==> config.mk <==
export PLATFORM = sky130hd
export DESIGN_NAME = hpm_sampler
export DESIGN_NICKNAME = d
export VERILOG_FILES = /design/src/rtl/hpm_sampler.sv
export SDC_FILE = /design/constraint.sdc
export NUM_CORES = 1
export LEC_CHECK = 0
export BUFFER_PORTS_ARGS = -buffer_cell sky130_fd_sc_hd__buf_4
export CORE_ASPECT_RATIO = 1.1
export CORE_MARGIN = 2
export CORE_UTILIZATION = 45
export CTS_CLUSTER_DIAMETER = 100
export DETAILED_ROUTE_END_ITERATION = 8
export PLACE_DENSITY = 0.69
export SYNTH_ARGS = -nofsm -noshare
export SYNTH_HDL_FRONTEND = slang
export SYNTH_SLANG_ARGS = --single-unit
==> constraint.sdc <==
create_clock -name clk_i -period 8 [get_ports clk_i]
set_input_delay 1.2 -clock clk_i [delete_from_list [all_inputs] [get_ports clk_i]]
set_output_delay 1.2 -clock clk_i [all_outputs]
set_load 0.02 [all_outputs]
==> src/rtl/hpm_sampler.sv <==
// HPM counter sampler: sweeps enabled mhpmcounterN over the shared CSR port,
// optionally clears them, services overflow bits and streams samples out.
//
// state   | meaning
// IDLE    | waiting for start_i, timer expiry or a pending trigger
// SEL     | pick lowest remaining enabled counter index
// RD_CNT  | read mhpmcounterN, capture into sample data
// CLR_CNT | write 0 to mhpmcounterN (clear mode only)
// PUSH    | present (N, value) on the sample port until accepted
// RD_EVT  | read mhpmeventN for overflow service
// WR_EVT  | write mhpmeventN back with bit 63 cleared
// DONE    | one-cycle end-of-sweep pulse
module hpm_sampler #(
   parameter int CSR_ADDR_WIDTH   = 12,
   parameter int XLEN             = 64,
   parameter int HPM_NUM_COUNTERS = 29,
   parameter int PERIOD_WIDTH     = 32
) (
   input  logic                      clk_i,
   input  logic                      rstn_i,
   input  logic                      start_i,
   input  logic [PERIOD_WIDTH-1:0]   period_i,
   input  logic [31:0]               mask_i,
   input  logic                      clear_i,
   input  logic                      csr_gnt_i,
   output logic                      csr_req_o,
   output logic [CSR_ADDR_WIDTH-1:0] csr_addr_o,
   output logic                      csr_we_o,
   output logic [XLEN-1:0]           csr_wdata_o,
   input  logic [XLEN-1:0]           csr_rdata_i,
   input  logic [31:3]               ovf_bits_i,
   output logic                      smp_valid_o,
   input  logic                      smp_ready_i,
   output logic [4:0]                smp_idx_o,
   output logic [XLEN-1:0]           smp_data_o,
   output logic                      busy_o,
   output logic                      done_o,
   output logic                      missed_o
);

   if (XLEN != 64) begin : g_xlen_check
      $error("hpm_sampler: only XLEN=64 is supported");
   end

   localparam logic [CSR_ADDR_WIDTH-1:0] CSR_MHPM_COUNTER_3 = CSR_ADDR_WIDTH'(12'hB03);
   localparam logic [CSR_ADDR_WIDTH-1:0] CSR_MHPM_EVENT_3   = CSR_ADDR_WIDTH'(12'h323);
   localparam int MAX_IDX = HPM_NUM_COUNTERS + 2;

   function automatic logic [31:0] range_mask();
      logic [31:0] m;
      m = '0;
      for (int i = 0; i < 32; i++) m[i] = (i >= 3) && (i <= MAX_IDX);
      return m;
   endfunction

   localparam logic [31:0] RANGE_MASK = range_mask();

   typedef enum logic [2:0] {
      S_IDLE, S_SEL, S_RD_CNT, S_CLR_CNT, S_PUSH, S_RD_EVT, S_WR_EVT, S_DONE
   } state_t;

   state_t                  state_q;
   logic [PERIOD_WIDTH-1:0] timer_q;
   logic                    pending_q;
   logic                    missed_q;
   logic [31:0]             mask_q;
   logic                    clear_q;
   logic [4:0]              idx_q;
   logic [XLEN-1:0]         data_q;
   logic [XLEN-1:0]         evt_q;

   logic                      timer_expire;
   logic                      trigger;
   logic [31:0]               cand;
   logic                      sel_found;
   logic [4:0]                sel_idx;
   logic [31:0]               ovf_full;
   logic [4:0]                offset;
   logic [CSR_ADDR_WIDTH-1:0] addr_off;

   assign timer_expire = (period_i != '0) && (timer_q == period_i - 1'b1);
   assign trigger      = start_i | timer_expire;
   assign cand         = mask_q & RANGE_MASK;
   assign ovf_full     = {ovf_bits_i, 3'b000};
   assign offset       = idx_q - 5'd3;
   assign addr_off     = CSR_ADDR_WIDTH'(offset);

   // Descending scan so the last hit is the lowest enabled index.
   always_comb begin
      sel_found = 1'b0;
      sel_idx   = '0;
      for (int i = 31; i >= 0; i--) begin
         if (cand[i]) begin
            sel_found = 1'b1;
            sel_idx   = 5'(i);
         end
      end
   end

   always_ff @(posedge clk_i or negedge rstn_i) begin
      if (!rstn_i) begin
         state_q   <= S_IDLE;
         timer_q   <= '0;
         pending_q <= 1'b0;
         missed_q  <= 1'b0;
         mask_q    <= '0;
         clear_q   <= 1'b0;
         idx_q     <= '0;
         data_q    <= '0;
         evt_q     <= '0;
      end else begin
         if (period_i == '0 || timer_expire) timer_q <= '0;
         else                                timer_q <= timer_q + 1'b1;

         missed_q <= 1'b0;
         if (state_q != S_IDLE && trigger) begin
            if (pending_q) missed_q  <= 1'b1;
            else           pending_q <= 1'b1;
         end

         case (state_q)
            S_IDLE: begin
               if (trigger || pending_q) begin
                  mask_q    <= mask_i;
                  clear_q   <= clear_i;
                  pending_q <= 1'b0;
                  state_q   <= S_SEL;
               end
            end
            S_SEL: begin
               if (sel_found) begin
                  idx_q   <= sel_idx;
                  state_q <= S_RD_CNT;
               end else begin
                  state_q <= S_DONE;
               end
            end
            S_RD_CNT: begin
               if (csr_gnt_i) begin
                  data_q  <= csr_rdata_i;
                  state_q <= clear_q ? S_CLR_CNT : S_PUSH;
               end
            end
            S_CLR_CNT: if (csr_gnt_i) state_q <= S_PUSH;
            S_PUSH: begin
               if (smp_ready_i) begin
                  if (ovf_full[idx_q]) begin
                     state_q <= S_RD_EVT;
                  end else begin
                     mask_q[idx_q] <= 1'b0;
                     state_q       <= S_SEL;
                  end
               end
            end
            S_RD_EVT: begin
               if (csr_gnt_i) begin
                  evt_q   <= csr_rdata_i;
                  state_q <= S_WR_EVT;
               end
            end
            S_WR_EVT: begin
               if (csr_gnt_i) begin
                  mask_q[idx_q] <= 1'b0;
                  state_q       <= S_SEL;
               end
            end
            S_DONE:  state_q <= S_IDLE;
            default: state_q <= S_IDLE;
         endcase
      end
   end

   assign csr_req_o   = (state_q == S_RD_CNT) || (state_q == S_CLR_CNT) ||
                        (state_q == S_RD_EVT) || (state_q == S_WR_EVT);
   assign csr_we_o    = (state_q == S_CLR_CNT) || (state_q == S_WR_EVT);
   assign csr_addr_o  = ((state_q == S_RD_EVT) || (state_q == S_WR_EVT)) ? CSR_MHPM_EVENT_3 + addr_off :
                        ((state_q == S_RD_CNT) || (state_q == S_CLR_CNT)) ? CSR_MHPM_COUNTER_3 + addr_off :
                        '0;
   assign csr_wdata_o = (state_q == S_WR_EVT) ? {1'b0, evt_q[XLEN-2:0]} : '0;
   assign smp_valid_o = (state_q == S_PUSH);
   assign smp_idx_o   = idx_q;
   assign smp_data_o  = data_q;
   assign busy_o      = (state_q != S_IDLE);
   assign done_o      = (state_q == S_DONE);
   assign missed_o    = missed_q;

endmodule

# After elaboration in Yosys (flattened, before gate mapping)
# Index checks and enable logic that the tools add are counted.
[word_totals] regBits=202 latchBits=0 mem_bits_rw=0 rom_bits=0 inputBits=163 output_inout_bits=151 elab_cells=141 mem_count=0
[classes] n_addsub=5 multipliers=0 div_mod_pow=0 n_lt_le_gt_ge=2 n_eq_ne=15 n_shift=0 mux=86 bitwise=3 reduce_logical=21
[ops] operator="2-to-1 mux 32 bit" n=5
[ops] operator="2-to-1 mux 5 bit" n=29
[ops] operator="case mux 32 bit (3 select lines)" n=1
[ops] operator="2-to-1 mux 63 bit" n=1
[ops] operator="2-to-1 mux 1 bit" n=36
[ops] operator="adder 32 x 1 -> 32 bit (second input constant)" n=1
[ops] operator="AND 32 bit" n=1
[ops] operator="== test 32 bit" n=1
[ops] operator="zero test 32 bit" n=1
[ops] operator="inverter 32 bit" n=1
[ops] operator="nonzero test 32 bit" n=1
[ops] operator="subtractor 32 x 1 -> 32 bit (second input constant)" n=1
[ops] operator="2-to-1 mux 3 bit" n=9
[ops] operator="2-to-1 mux 12 bit" n=2
[ops] operator="case mux 3 bit (8 select lines)" n=1
[ops] operator="adder 12 x 5 -> 12 bit (first input constant)" n=1
[ops] operator="== test 3 bit (second input constant)" n=4
[ops] operator="inequality test 2 bit (second input constant)" n=6
[ops] operator="adder 10 x 5 -> 11 bit (first input constant)" n=1
[ops] operator="AND reduction 2 bit" n=4
[ops] operator="logical OR 1 bit" n=7
[ops] operator="== test 3 x 2 -> 1 bit (second input constant)" n=2
[ops] operator="less-than comparator 5 x 6 -> 1 bit (second input constant)" n=1
[ops] operator="AND reduction 6 bit" n=1
[ops] operator="other kinds (11)" n=14

# Longest topological paths before layout
# Gate-level depths: netlist of the first run.
[logic_depth] word_depth=31 depth_mapped=13

# Worst setup path before layout of the first run
# Ideal clock, no wire load.
[synth_timing] path_type="input to register" start="in period_i[25]" end="reg clear_q" setup_time_ns=0.128 arrival_time_ns=4.000 setup_slack_ns=3.872 cell_stages=10 path_buffers=1 path_cell_list="or4_4 > or4_4 > or2_1 > nor4b_1 > nor2_1 > a2111o_1 > o21ai_2 > and2b_1 > buf_2 > mux2_1"
[synth_between] elab_chain_len=6 elab_cells_between_ends=7
[synth_lines] item="from (decl)" line_no="22" source="input logic [PERIOD_WIDTH-1:0] period_i,"
[synth_lines] item="subtractor 32 x 1 -> 32 bit" line_no="81" source="assign timer_expire = (period_i != '0) && (timer_q == period_i - 1'b1);"
[synth_lines] item="== test 32 bit" line_no="81"
[synth_lines] item="logical AND 1 bit *" line_no="81"
[synth_lines] item="bitwise OR 1 bit *" line_no="82" source="assign trigger = start_i | timer_expire;"
[synth_lines] item="logical OR 1 bit *" line_no="123" source="if (trigger || pending_q) begin"
[synth_lines] item="AND reduction 2 bit (no source line) *"
[synth_lines] item="to (signal assigned)" line_no="125" source="clear_q <= clear_i;"
[synth_lines] item="to (decl)" line_no="67" source="logic clear_q;"
# Mark *: on every way between the ends. The rest lies on a longest branch, timed or not.
# A chain may end at the register's enable or synchronous reset.

# Worst setup path after layout of the first run
[layout_timing] start="in period_i[9]" end="reg clear_q"
# Same word-level chain as after synthesis.

==> results of run 1 <==
[flip-flops by register name, indices dropped and copies added, names as in the netlist]
signal	count
pending_q	1
timer_q	32
evt_q	63
state_q	3
missed_o	1
smp_data_o	64
mask_q	29
smp_idx_o	5
clear_q	1
[worst max path at each step]
stage,depth (start not counted),from,to
after global routing,10,period_i[9],clear_q
after global placement,10,period_i[9],clear_q
after CTS,10,period_i[9],clear_q
after floorplan,10,period_i[25],clear_q
after detailed placement,10,period_i[9],clear_q
final,10,period_i[9],clear_q
[through the flow]
stage,util (%),setup slack (ps),hold WS (ps)
2_1_floorplan,-,3870,471
3_3_place_gp,56.1,2520,479
3_5_place_dp,56.1,2430,487
4_1_cts,58.7,2900,505
5_1_grt,58.7,2540,516
6_report,58.7,2850,502
[critical path, cell delays in order]
cell and delay [ps]:
buf_4 130, nor4_1 640, nand4b_1 580, or4b_1 680, o211ai_1 140, nand3_1 130, a2111o_1 450, o21ai_2 220
and2b_1 890, mux2_1 380
[power breakdown]
group	switching (mW)	internal, mW	total, mW
Sequential	0.342	1.43	1.77
Clock	0.464	0.429	0.893
Combinational	1.24	1.08	2.32
[logic make-up (layout without fill, tap and decap cells)]
kind of cell	Yosys count	count (layout)
adders and majority gates	6	6
other	1	3
and+or+nand+nor	357	357
muxes	139	139
DFF	199	199
xor gates and xnor gates	76	76
AOI/OAI and AO/OA	129	129
buffers and inverters	84	367
[routing by layer]
| layer | vias up | part of all wire (%) | wire (um) | global-route usage (%) |
|---|---|---|---|---|
| li1 | 4163 | - | - | - |
| met1 | 4461 | 41 | 12600 | 31.0 |
| met2 | 322 | 48 | 14600 | 38.9 |
| met3 | 45 | 8.8 | 2670 | 8.02 |
| met4 | 0 | 2.1 | 626 | 7.31 |
| met5 | - | 0 | 0 | 0 |
[final cells by class]
type / count / area (um2)
fillers: 1988 / 9690
well taps: 305 / 382
flip-flops and latches: 199 / 4980
clock inverters: 15 / 190
clock buffers: 17 / 425
multi-input cells: 710 / 5360
inverters: 21 / 78.8
repair buffers: 314 / 2360
[layout by cell type (no fill, tap or decap), types with 9 or more instances in the layout]
master,n
buf_4,313
xor2_1,32
inv_1,21
nor3_1,15
or4_1,12
clkbuf_16,17
nor4_1,16
nor2b_1,15
mux2_2,127
and3_1,91
nand3_1,31
nand2_1,45
a221o_1,29
xnor2_1,44
o21ai_0,15
nor2_1,74
a21oi_1,21
a211oi_1,9
dfrtp_1,198
==> results_dict.tcl, run 1 <==
set metrics [dict create \
    end_kind "flop" \
    chipWidth_um 151 \
    area_delta_synth_final_pct 29.1 \
    start_util_pct 45.5 \
    synth_top_area_cell "dfrtp_1" \
    first_iter_violations 554 \
    reg2reg_from "timer_q[5]" \
    die_area_um2 25000 \
    grtUsageTotal_pct 24.2 \
    gr-total-overflow 0 \
    setup_viol 0 \
    period_share_pct 64.4 \
    dieHeight_um 166 \
    synth-adder-area-share_pct 0.703 \
    drc_errors 0 \
    dp.cells 1549 \
    io_pins 314 \
    slew_violations 0 \
    p_total_mw 4.99 \
    maxCapViolCount 0 \
    wire_per_inst_um 19.3 \
    postPlaceCellArea_um2 13200 \
    antenna_left 0 \
    synth-compound-area-share_pct 9.20 \
    final_layout_size_suffix_gt1_share_pct 38.9 \
    synth-edff-count 0 \
    finalWirelength_um 30500 \
    r2r_end "clear_q" \
    synthSimpleGateAreaFrac_pct 18.5 \
    rows 59 \
    antenna_found_initial 0 \
    ys_top_cells_by_area "dfrtp_1 (47%), mux2_2 (13%), and3_1 (5.4%)" \
    ys_seq_elements 199 \
    fmax_mhz 194 \
    dp_hpwl_um 21600 \
    cts_setup_buffers 0 \
    ctsHoldBuffers 0 \
    synthTopCellsByCount "dfrtp_1 (199), mux2_2 (127), and3_1 (92)" \
    root_buffer "clkbuf_16" \
    async_flop_share_pct 100 \
    routed_via_density 5.69 \
    clk_pin_slew_ps 80 \
    slew_headroom_pct 25.4 \
    r2r_cells 9 \
    worst_pin_slew_ps 1120 \
    synth_top_area_share_pct 46.6 \
    min_path_cells 1 \
    rsz0062_at_grt "no" \
    post_cts_resize_count 0 \
    gp_congestion 0.860 \
    ys.warnings.count 0 \
    status "complete, no violations" \
    finalSetupTns_ps 0 \
    synth_top_flop_cell "dfrtp_1" \
    fin_nets 1432 \
    final_cells 1581 \
    post-route-cell-area_um2 13800 \
    worstHoldPathType "reg2reg" \
    min-delay-start "evt_q[5]" \
    min_to "evt_q[5]" \
    fin_crit_ps 5150 \
    cts_made_buffers 17 \
    via_count 8991 \
    critPathArrivalTime_ps 5470 \
    power_density_nw_per_um2 362 \
    ys_types 68 \
    crit_required_ps 8320 \
    crit_fanout 30 \
    yosysMostFrequentCell "dfrtp_1" \
    start_kind "input pin" \
    cts_sinks 199 \
    diodes 0 \
    clock_latency_ps 450 \
    regToRegSetupSlack_ps 4220 \
    skew_ps 17.4 \
    portBuffers 307 \
    synth_xor_area_share_pct 6.23 \
    grt_pass1_wl_um 47600 \
    syn_area_um2 10700 \
    dr.pass1.iters 5 \
    vdd_ir_drop_max_mv 0.214 \
    synth_top_family_by_area "simple AND/OR/NAND/NOR gates" \
    synthCells 991 \
    leakage_nw 6.44 \
    cts_buffer_depth 2 \
    finalHoldViolCount 0 \
    synth.area.mux_share_pct 15.3 \
    core-area_um2 23500 \
    cts_tree "yes" \
    synth-seq-area-share_pct 46.6 \
    worst-setup-path-type "in2reg" \
    grt_max_degree 88 \
    h-tree-depth 4 \
    grt_pass1_vias 8989 \
    avgSynthCellArea_um2 10.8 \
]
Power figures use the tool's default switching activity.
==> inputs of run 2 (changes only) <==
Clock period 8 ns to 5.4 ns, I/O delays scaled along.
==> run 2 against run 1 <==
Against the previous run:
- final cell count rose by 0.32%
- clock power rose by 52%
- design area grew 0.47%
- largest power group unchanged
- clock skew grew 4.4 ps
==> results_dict.tcl, run 2 (same netlist as run 1, synthesis figures left out) <==
set metrics [dict create \
    status "complete, no violations" \
    antenna_found_initial 0 \
    r2r_end "clear_q" \
    fill_cells 2041 \
    crit_required_ps 5710 \
    cts_tree "yes" \
    chipWidth_um 151 \
    finalHoldViolCount 0 \
    gp_congestion 0.854 \
    grt.met3_usage_pct 8.02 \
    end_kind "flop" \
    cts_sinks 199 \
    power_density_nw_per_um2 537 \
    cp_top_family "simple AND/OR/NAND/NOR gates" \
    regToRegSetupSlack_ps 2120 \
    setup_viol 0 \
    grt_pass1_wl_um 47400 \
    critPathArrivalTime_ps 4410 \
    finish.utilization_pct 59.0 \
    root_buffer "clkbuf_16" \
    routed_via_density 5.64 \
    drc_errors 0 \
    dieHeight_um 166 \
    period_share_pct 76.0 \
    dr.pass1.iters 5 \
    register_area_um2 4980 \
    crit_chain "buf_4 > or4_1 > nor4_1 > a22oi_1 > o311ai_0 > nand3_1 > a2111o_1 > o21ai_2 > and2b_1 > buf_4 > mux2_1" \
    slew_violations 0 \
    antenna_left 0 \
    whs_ps 372 \
    dp_slack_ps 948 \
    final_common_cell "buf_4" \
    vdd_ir_drop_max_mv 0.304 \
    gr-total-overflow 0 \
    portBuffers 307 \
    cpPeakStageDelay_ps 690 \
    clock_latency_ps 450 \
    start_util_pct 45.5 \
    first_iter_violations 486 \
    start_kind "input pin" \
    cts_buffer_depth 2 \
    wire_per_inst_um 19.1 \
    dp_hpwl_um 21800 \
    fin_crit_ps 4100 \
    worstHoldPathType "in2async" \
    area_delta_synth_final_pct 29.7 \
    gr-usage-met1_pct 30.6 \
    cp.depth 11 \
    worst-setup-path-type "in2reg" \
    fmax_mhz 244 \
    h-tree-depth 4 \
    via_count 8940 \
    maxCapViolCount 0 \
    post_cts_resize_count 0 \
    rsz0062_at_grt "no" \
    reg2reg_from "timer_q[5]" \
    finalSetupTns_ps 0 \
    grt_pass1_vias 8956 \
    multi_input_area_um2 5360 \
    diodes 0 \
    clk_pin_slew_ps 80 \
    fin_nets 1437 \
    crit_start "period_i[3]" \
    mostFrequentLayoutCells "buf_4 (317), dfrtp_1 (198), mux2_2 (127)" \
    critPathSlowestCell "or4_1" \
    cts_setup_buffers 0 \
    die_area_um2 25000 \
    final_layout_size_suffix_gt1_share_pct 39.2 \
    worst_pin_slew_ps 1070 \
    core-area_um2 23500 \
    critPathBufInv 2 \
    grt_max_degree 122 \
    met2_usage_pct 39.5 \
    rows 59 \
    grtUsageTotal_pct 24.2 \
    crit_fanout 16 \
    leakage_nw 6.48 \
    cts_made_buffers 17 \
    finalWirelength_um 30200 \
    cp_common_cell "buf_4" \
    setup.worst_path.end "clear_q" \
    slew_headroom_pct 28.4 \
    io_pins 314 \
    largest_reg_flops 64 \
    busiest_layer "met2" \
    fin_ws_ps 1300 \
    skew_ps 21.8 \
    ctsHoldBuffers 0 \
    r2r_cells 10 \
]
[run 2: worst reg2reg max path: stages, from the launching register on]
cell	delay, ps
dfrtp_1	430
xnor2_1	160
or3_1	310
a2111oi_0	470
o2111ai_1	240
and4bb_1	320
o2111ai_1	210
o21ai_2	290
and2b_1	180
buf_4	210
mux2_1	340
[run 2: per-layer routing]
metal  part of all wire [%]  wire (um)
met1                     42      12600
met3                    8.3       2520
met5                      0          0
met4                    1.7        512
met2                     48      14600
[run 2: how the worst min path moves through the flow]
| stage | start | endpoint | slack [ps] | depth (start not counted) |
|---|---|---|---|---|
| 4_1_cts | rstn_i | timer_q[31] | 410 | 1 |
| 5_1_grt | rstn_i | timer_q[31] | 420 | 1 |
| 3_3_place_gp | evt_q[1] | evt_q[1] | 480 | 1 |
| 3_5_place_dp | evt_q[2] | evt_q[2] | 490 | 1 |
| 2_1_floorplan | evt_q[38] | evt_q[38] | 470 | 1 |
| 6_report | rstn_i | timer_q[31] | 370 | 1 |
[run 2: layout make-up]
class	instances	area share (%)
multi-input cells	710	38.7
flip-flops and latches	199	36.0
repair buffers	319	17.4
clock buffers	17	3.07
well taps	305	2.76
clock inverters	15	1.48
inverters	21	0.569
[run 2: metrics by stage]
stage	power, mW	cells	cell area, um2
6_report	7.44	1586	13800
5_1_grt	7.89	1586	13800
4_1_cts	7.49	1586	13800
3_5_place_dp	6.11	1554	13200
3_3_place_gp	6.03	1554	13200
2_1_floorplan	4.75	993	10700
[run 2: power by group]
group	internal (mW)	switching (mW)
registers	2.12	0.539
clock network	0.651	0.707
logic	1.61	1.81
total	4.38	3.06
==> inputs of run 3 (changes only) <==
Clock period 5.4 ns to 3.86 ns, I/O delays scaled along.
==> run 3 against run 2 <==
Against the previous run:
- sequential power grew 37%
- combinational power grew 43%
- global-route usage shrank 0.16 points
- first-iteration DRC count grew 13%
- total power grew 40%
- die area is the same
- clock skew shrank 0.87 ps
- critical endpoint is now csr_addr_o[5]
- sequential share of layout area shrank 0.38 points
- critical path type is now reg2out
- critical path depth shrank 2
- clock-buffer cell count is the same
- setup slack lost 890 ps
==> results_dict.tcl, run 3 (same netlist as run 1, synthesis figures left out) <==
set metrics [dict create \
    area_delta_synth_final_pct 31.0 \
    fill_cells 1991 \
    rows 59 \
    worstHoldPathType "in2async" \
    diodes 0 \
    period_share_pct 89.5 \
    skew_ps 21.0 \
    fin_crit_ps 3460 \
    crit_required_ps 3280 \
    routed_via_density 5.63 \
    critPathArrivalTime_ps 2880 \
    finalWirelength_um 30300 \
    register_area_um2 4980 \
    whs_ps 265 \
    crit_chain "ha_1 > xnor2_1 > nand2_1 > o22ai_1 > nand2_1 > nand2_1 > o21ai_0 > a22o_1 > buf_4" \
    start_kind "flop" \
    wire_per_inst_um 18.9 \
    critPathSlowestCell "dfrtp_1" \
    cts_made_buffers 17 \
    grt_pass1_vias 8799 \
    cts_tree "yes" \
    status "complete, no violations" \
    reg2reg_from "timer_q[5]" \
    cts_sinks 199 \
    pwr-share-clk_pct 18.2 \
    cts_setup_buffers 0 \
    ctsHoldBuffers 0 \
    post_cts_resize_count 0 \
    dieHeight_um 166 \
    crit_fanout 15 \
    final_common_cell "buf_4" \
    mostFrequentLayoutCells "buf_4 (329), dfrtp_1 (198), mux2_2 (127)" \
    portBuffers 307 \
    start_util_pct 45.5 \
    critPathBufInv 1 \
    pwr-share-comb_pct 46.9 \
    switching_share_pct 40.9 \
    worst-setup-path-type "reg2out" \
    clock_latency_ps 450 \
    gp_congestion 0.871 \
    cp_top_family "flip-flops" \
    first_iter_violations 548 \
    p_total_mw 10.4 \
    io_pins 314 \
    via_count 9006 \
    end_kind "primary output" \
    fin_nets 1452 \
    rsz0062_at_grt "no" \
    met1_length_um 12600 \
    slew_violations 0 \
    grt_pass1_wl_um 47300 \
    power_density_nw_per_um2 747 \
    largest_reg_flops 64 \
    top_layer_used "met4" \
    internal-power_mw 6.18 \
    worst_pin_slew_ps 976 \
    slew_headroom_pct 34.9 \
    fmax_mhz 289 \
    die_area_um2 25000 \
    antenna_left 0 \
    drc_errors 0 \
    switchingPower_mw 4.27 \
    post-route-cell-area_um2 14000 \
    grtUsageTotal_pct 24.0 \
    root_buffer "clkbuf_16" \
    grt_max_degree 118 \
    finalSetupTns_ps 0 \
    dp_hpwl_um 21500 \
    dr_wl_met3_um 2490 \
    wl_met2_um 14600 \
    crit_start "smp_idx_o[0]" \
    core-area_um2 23500 \
    postPlaceCellArea_um2 13400 \
    cpPeakStageDelay_ps 800 \
    leakage_nw 6.57 \
    dr.pass1.iters 7 \
    final_layout_size_suffix_gt1_share_pct 39.9 \
    multi_input_area_um2 5360 \
    setup_viol 0 \
    h-tree-depth 4 \
    chipWidth_um 151 \
    cts_buffer_depth 2 \
    antenna_found_initial 0 \
    maxCapViolCount 0 \
    vdd_ir_drop_max_mv 0.416 \
    gr-total-overflow 0 \
    seqPwrFrac_pct 34.9 \
    cp_common_cell "nand2_1" \
    clk_pin_slew_ps 90 \
    finalHoldViolCount 0 \
]
run 3: cell count changes in the layout (fill, tap and decap cells not counted):
cell      delta
buf_4       +12
buf_12       +3
clkinv_8     -1
inv_12       -1
inv_16       +1
inv_6        +1
run 3: final timing paths:
kind                                 end  slack (ps)  cells past startpoint
max                        csr_addr_o[5]         400                      9
min                          timer_q[29]         270                      1
max reg2reg                   mask_q[21]         770                     10
min reg2reg                    evt_q[57]         500                      1
max in group asynchronous   smp_idx_o[1]        2640                      2
min in group clk_i            mask_q[11]         360                      2
run 3: power groups by stage:
stage                     Combinational [mW]  Sequential (mW)  Clock [mW]
after floorplan                         2.78             3.87           0
after global routing                    5.25             3.77        2.03
final                                   4.90             3.65        1.90
after CTS                               4.93             3.64        1.95
after global placement                  4.84             3.64           0
after detailed placement                4.92             3.67           0
run 3: layout make-up:
cell class | instances | share of cell area (%)
Multi-Input combinational cell | 710 | 38.3
Sequential cell | 199 | 35.6
Timing Repair Buffer | 334 | 18.3
Clock buffer | 17 | 3.04
Tap cell | 305 | 2.73
Clock inverter | 15 | 1.44
Inverter | 21 | 0.563
run 3: metal layers:
metal  vias to the layer above  track usage, %
li1                       4209               -
met1                      4476            31.0
met2                       282            38.7
met3                        39            7.69
met4                         0            6.92
met5                         -               0
run 3: worst register-to-register path: cells and delay by family (launching register included):
kind	cells	cell delay, ps
AND/OR/NAND/NOR	2	620
buffers and inverters	1	170
XOR/XNOR	1	160
flip-flops	1	430
AO/OA/AOI/OAI	6	1590
run 3: stage by stage:
stage / utilization [%] / setup slack, ps / instances
detailed placement: 56.9 / 31.2 / 1569
global placement: 56.9 / 12.7 / 1569
floorplan: - / 353 / 993
global route: 59.6 / 204 / 1601
finish: 59.6 / 405 / 1601
CTS: 59.6 / 411 / 1601
